$ cat src/rtl/mem_responder.sv
// mem_responder
//   Memory-side responder between the CPU request logic and a single-ported,
//   variable-latency RAM. Instruction reads (iREN) and data reads/writes
//   (dmemREN/dmemWEN) are serialised onto the RAM one at a time. Each access
//   completes with a registered one-cycle ihit or dhit pulse and, for reads,
//   registered load data. An access that sees ramstate=ERROR, or that waits
//   TIMEOUT cycles without ACCESS, is aborted. It returns ERRDATA and sets
//   the sticky merr flag.
//
// Ports
//   CLK, nRST          clock (rising edge), asynchronous active-low reset
//   iREN, iaddr        instruction read request (held until ihit) and address
//   iload, ihit        instruction data and one-cycle completion pulse
//   dmemREN, dmemWEN   data read / write request (held until dhit)
//   daddr, dstore      data address and write value
//   dload, dhit        data read value and one-cycle completion pulse
//   ramaddr, ramstore  RAM address and write data
//   ramREN, ramWEN     RAM strobes, constant for the whole access
//   ramload, ramstate  RAM read data and status (FREE/BUSY/ACCESS/ERROR)
//   merr               sticky error flag, cleared only by reset
module mem_responder #(
    parameter int unsigned TIMEOUT = 16,
    parameter logic [31:0] ERRDATA = 32'hBAD1BAD1
) (
    input  logic        CLK,
    input  logic        nRST,
    input  logic        iREN,
    input  logic [31:0] iaddr,
    output logic [31:0] iload,
    output logic        ihit,
    input  logic        dmemREN,
    input  logic        dmemWEN,
    input  logic [31:0] daddr,
    input  logic [31:0] dstore,
    output logic [31:0] dload,
    output logic        dhit,
    output logic [31:0] ramaddr,
    output logic [31:0] ramstore,
    output logic        ramREN,
    output logic        ramWEN,
    input  logic [31:0] ramload,
    input  logic [1:0]  ramstate,
    output logic        merr
);

    typedef enum logic [1:0] {IDLE, DACC, IACC, RESP} state_t;
    typedef enum logic [1:0] {
        RAM_FREE   = 2'd0,
        RAM_BUSY   = 2'd1,
        RAM_ACCESS = 2'd2,
        RAM_ERROR  = 2'd3
    } ramstate_t;
    typedef enum logic {LAST_INSTR, LAST_DATA} last_t;

    localparam logic [4:0] CNT_LAST = 5'(TIMEOUT - 1);

    state_t      state, state_n;
    last_t       last, last_n;
    ramstate_t   rs;
    logic [4:0]  cnt, cnt_n;
    logic        ihit_n, dhit_n, merr_n;
    logic        ramREN_n, ramWEN_n;
    logic [31:0] iload_n, dload_n, ramaddr_n, ramstore_n;
    logic        abort, finish;

    always_comb begin
        rs = ramstate_t'(ramstate);
    end

    always_ff @(posedge CLK or negedge nRST) begin
        if (!nRST) begin
            state    <= IDLE;
            last     <= LAST_INSTR;
            cnt      <= '0;
            ihit     <= 1'b0;
            dhit     <= 1'b0;
            merr     <= 1'b0;
            ramREN   <= 1'b0;
            ramWEN   <= 1'b0;
            iload    <= '0;
            dload    <= '0;
            ramaddr  <= '0;
            ramstore <= '0;
        end else begin
            state    <= state_n;
            last     <= last_n;
            cnt      <= cnt_n;
            ihit     <= ihit_n;
            dhit     <= dhit_n;
            merr     <= merr_n;
            ramREN   <= ramREN_n;
            ramWEN   <= ramWEN_n;
            iload    <= iload_n;
            dload    <= dload_n;
            ramaddr  <= ramaddr_n;
            ramstore <= ramstore_n;
        end
    end

    always_comb begin
        state_n    = state;
        last_n     = last;
        cnt_n      = cnt;
        ihit_n     = 1'b0;
        dhit_n     = 1'b0;
        merr_n     = merr;
        ramREN_n   = ramREN;
        ramWEN_n   = ramWEN;
        iload_n    = iload;
        dload_n    = dload;
        ramaddr_n  = ramaddr;
        ramstore_n = ramstore;
        abort      = 1'b0;
        finish     = 1'b0;

        case (state)
            IDLE: begin
                // Data wins unless the previous service was also data and an
                // instruction fetch is waiting; this alternates under contention.
                if ((dmemREN || dmemWEN) && (!iREN || last == LAST_INSTR)) begin
                    state_n    = DACC;
                    ramaddr_n  = daddr;
                    ramstore_n = dstore;
                    ramWEN_n   = dmemWEN;
                    ramREN_n   = !dmemWEN;
                end else if (iREN) begin
                    state_n   = IACC;
                    ramaddr_n = iaddr;
                    ramREN_n  = 1'b1;
                    ramWEN_n  = 1'b0;
                end
            end

            DACC, IACC: begin
                if (cnt != '1) begin
                    cnt_n = cnt + 5'd1;
                end
                abort  = (rs == RAM_ERROR) || (rs != RAM_ACCESS && cnt == CNT_LAST);
                finish = (rs == RAM_ACCESS) || abort;
                if (finish) begin
                    state_n  = RESP;
                    ramREN_n = 1'b0;
                    ramWEN_n = 1'b0;
                    if (abort) begin
                        merr_n = 1'b1;
                    end
                    if (state == IACC) begin
                        ihit_n  = 1'b1;
                        last_n  = LAST_INSTR;
                        iload_n = abort ? ERRDATA : ramload;
                    end else begin
                        dhit_n = 1'b1;
                        last_n = LAST_DATA;
                        // An aborted write also reports ERRDATA on dload.
                        if (abort) begin
                            dload_n = ERRDATA;
                        end else if (ramREN) begin
                            dload_n = ramload;
                        end
                    end
                end
            end

            RESP: begin
                state_n = IDLE;
                cnt_n   = '0;
            end

            default: begin
                state_n = IDLE;
            end
        endcase
    end

endmodule

$ cat config.mk
export PLATFORM = sky130hd
export DESIGN_NAME = mem_responder
export DESIGN_NICKNAME = d
export VERILOG_FILES = /design/src/rtl/mem_responder.sv
export SDC_FILE = /design/constraint.sdc
export NUM_CORES = 1
export LEC_CHECK = 0
export ABC_AREA = 1
export CAP_MARGIN = 20
export CORE_AREA = 3 3 125 127
export CTS_CLUSTER_SIZE = 28
export DETAILED_ROUTE_END_ITERATION = 7
export DIE_AREA = 0 0 128 130
export PLACE_DENSITY = 0.8
export SLEW_MARGIN = 5
export SYNTH_ARGS = -nofsm -noshare
export SYNTH_HDL_FRONTEND = slang
export SYNTH_SLANG_ARGS = --single-unit
$ cat constraint.sdc
create_clock -name CLK -period 2.6 [get_ports CLK]
set_clock_uncertainty 0.2 [all_clocks]
set_input_delay 0.26 -clock CLK [delete_from_list [all_inputs] [get_ports CLK]]
set_output_delay 0.26 -clock CLK [all_outputs]
set_load 0.005 [all_outputs]
==> reports/qor.csv <==
metric,value,unit
cts.path.max_buffers,2,
ant_nets,0,
post_cts_buffers,0,
syn_inst,797,
track_usage,22.91,%
n_antenna_cell,0,
p_seq_share,34.3,%
fin_crit,2.319,ns
cts_tree,done,
drt_first_pass_iters,5,
drt_iter0_markers,363,
hold_viol,0,
synth_cell_types,20,
fp.dieW,128,um
grt_pass1_wl,30.02,mm
port-buffer-count,267,
num_vias,6118,
nNetsFinal,1203,
p_int,7.352,mW
p_comb_share,43.7,%
place.gp.congestion,0.8030,
period_share,89.17,%
tns,0,ns
peakVddDrop,0.5673,mV
root_buffer,clkbuf_16,
grt_max_degree,58,
die_area,0.01664,mm2
power.total,11.15,mW
power.density,1139,mW/mm2
hold_path.class,primary input to asynchronous set/reset pin,
dieHeight,130,um
syn_to_final_growth,55.68,%
tightest_slew,0.9499,ns
rsz0062_at_grt,no,
fin_area,0.009782,mm2
syn_avg_cell_area,7.884,um2
yosysWarnings,0,
p_switching,3.794,mW
fmax,0.4313,GHz
final-setup-viol-count,0,
drv_cap,0,
power_leakage,4.970,nW
worst-path-max-fanout,30,
startpoint_type,register,
ys_seq_elements,141,
antenna_found_initial,1,
slowest_stage,dfrtp_1,
status,finished clean,
initial_core_util,43.23,%
slew_headroom,36.60,%
swShare,34.04,%
crit_buf_inv,2,
post_drt_wl_per_cell,15.16,um
core_area,0.01453,mm2
clkTransAtPathRegs,0.06,ns
vias_per_cell,4.867,
yosysSeqAreaShare,56.15,%
max_stage_delay,0.40,ns
dp_hpwl,13.56,mm
drt-total-wl,19.06,mm
pre_cts_ws,0.3226,ns
grt_pass1_vias,5936,
crit_type,register to register,
htree_levels,4,
crit_chain,"ha_1, inv_1, nor2_1, ha_1, nor2_1, nor2_1, nand2_1, buf_4, nand2_1, nand2_1",
critPathTopFamily,simple AND/OR/NAND/NOR gates,
rows,44,
cts_buffers,17,
io_pins,268,
cts.sinks,141,
worst_ep_arrival_time,2.47,ns
syn_area,0.006284,mm2
placed_area,0.009171,mm2
grt-ovfl-total,0,
drc,0,
slew_violations,0,
drive_gt1_share,5.033,%
cp.required,2.75,ns
p_clk_share,22.0,%
layout_setup_ws,0.2815,ns
critical_path.endpoint_type,register,
final_cells,1257,
dp.cells,1225,
synth_fp_nets,939,
clock_latency,0.41,ns
-- Yosys cell counts --
| cell type | count | area, um2 |
|---|---|---|
| a21oi_1 | 3 | 15.01 |
| buf_1 | 1 | 3.750 |
| buf_2 | 13 | 65.06 |
| buf_4 | 4 | 30.03 |
| clkbuf_1 | 21 | 78.83 |
| dfrtp_1 | 141 | 3528 |
| ha_1 | 7 | 87.58 |
| inv_1 | 31 | 116.4 |
| inv_2 | 2 | 7.510 |
| nand2_1 | 446 | 1674 |
| nand2_2 | 2 | 12.51 |
| nand3_1 | 73 | 365.4 |
| nand3b_1 | 18 | 135.1 |
| nor2_1 | 25 | 93.84 |
| nor3_4 | 1 | 16.27 |
| nor3b_1 | 1 | 7.510 |
| o21a_1 | 1 | 7.510 |
| o21ai_0 | 5 | 25.02 |
| o21bai_1 | 1 | 7.510 |
| o22ai_1 | 1 | 6.260 |
-- layer usage --
metal	vias to the layer above	routed length [um]	track usage (%)
met5	-	13	0
met4	2	439	8.614
met3	30	1814	7.163
met2	273	9223	38.69
met1	2826	7569	27.69
li1	2987	-	-
-- power by group through the flow --
| stage | clock network, mW | registers (mW) | logic [mW] |
|---|---|---|---|
| after floorplan | 0 | 3.85 | 1.99 |
| after global placement | 0 | 3.82 | 4.78 |
| after detailed placement | 0 | 3.83 | 4.91 |
| after CTS | 2.48 | 3.82 | 4.94 |
| after global routing | 2.58 | 3.94 | 5.42 |
| final | 2.45 | 3.82 | 4.87 |
-- area by class of cell --
type	instances	area, um2
Clock buffer	19	452.9
Fill cell	1229	4752
Sequential cell	141	3528
Inverter	33	126.4
Tap cell	184	230.2
Multi-Input combinational cell	584	2457
Clock inverter	12	145.1
Timing Repair Buffer	284	2841
-- stage by stage --
step                      hold slack [ns]  utilization, %
after floorplan                   -0.2356               -
after global placement           -0.01278           63.10
after detailed placement        -0.005368           63.10
after CTS                          0.1238           67.29
after global routing               0.1507           67.30
final                              0.1369           67.30
-- worst reg2reg max path: stages (launching register included) --
cell     delay, ns
dfrtp_1       0.40
ha_1          0.20
inv_1         0.08
nor2_1        0.08
ha_1          0.20
nor2_1        0.25
nor2_1        0.09
nand2_1       0.18
buf_4         0.36
nand2_1       0.12
nand2_1       0.10
-- what timing repair did --
action / in CTS / in global routing
hold buffers: 1 / 0
endpoints found under the setup margin: 0 / 5
resized for setup: 0 / 2
hold endpoints to repair: 112 / 0
-- path summary, 6_finish.rpt --
| kind | start | endpoint | slack, ns | cells after the start |
|---|---|---|---|---|
| worst max-delay path | cnt[0] | iload[0] | 0.28 | 10 |
| worst min-delay path | nRST | iload[29] | 0.14 | 2 |
| worst max register to register | cnt[0] | iload[0] | 0.28 | 10 |
| worst min register to register | dload[25] | dload[25] | 0.27 | 2 |
| max in group asynchronous | nRST | iload[18] | 1.37 | 3 |
| min in group CLK | dstore[23] | ramstore[23] | 0.18 | 3 |
-- registers in the layout (all words and copies together) (netlist names) --
name,count
cnt,5
dhit,1
dload,32
ihit,1
iload,32
last,1
merr,1
ramREN,1
ramWEN,1
ramaddr,32
ramstore,32
state,2
-- cells by family after synthesis --
kind of cell | count (synthesis) | share of synthesized area [%]
buffers and inverters | 72 | 4.799
flip-flops | 141 | 56.15
AND/OR/NAND/NOR | 566 | 36.68
adder cells (fa/ha/maj) | 7 | 1.394
AO/OA/AOI/OAI | 11 | 0.9757
-- cell usage in the layout (no fill, tap or decap), drive strengths merged --
| master | instances |
|---|---|
| a21oi | 3 |
| buf | 17 |
| bufinv | 3 |
| clkbuf | 19 |
| clkdlybuf4s50 | 266 |
| clkinv | 8 |
| clkinvlp | 1 |
| dfrtp | 141 |
| dlygate4sd3 | 1 |
| ha | 7 |
| inv | 33 |
| nand2 | 448 |
| nand3 | 73 |
| nand3b | 18 |
| nor2 | 25 |
| nor3 | 1 |
| nor3b | 1 |
| o21a | 1 |
| o21ai | 5 |
| o21bai | 1 |
| o22ai | 1 |
No activity file was read; power rests on OpenSTA's default activity.
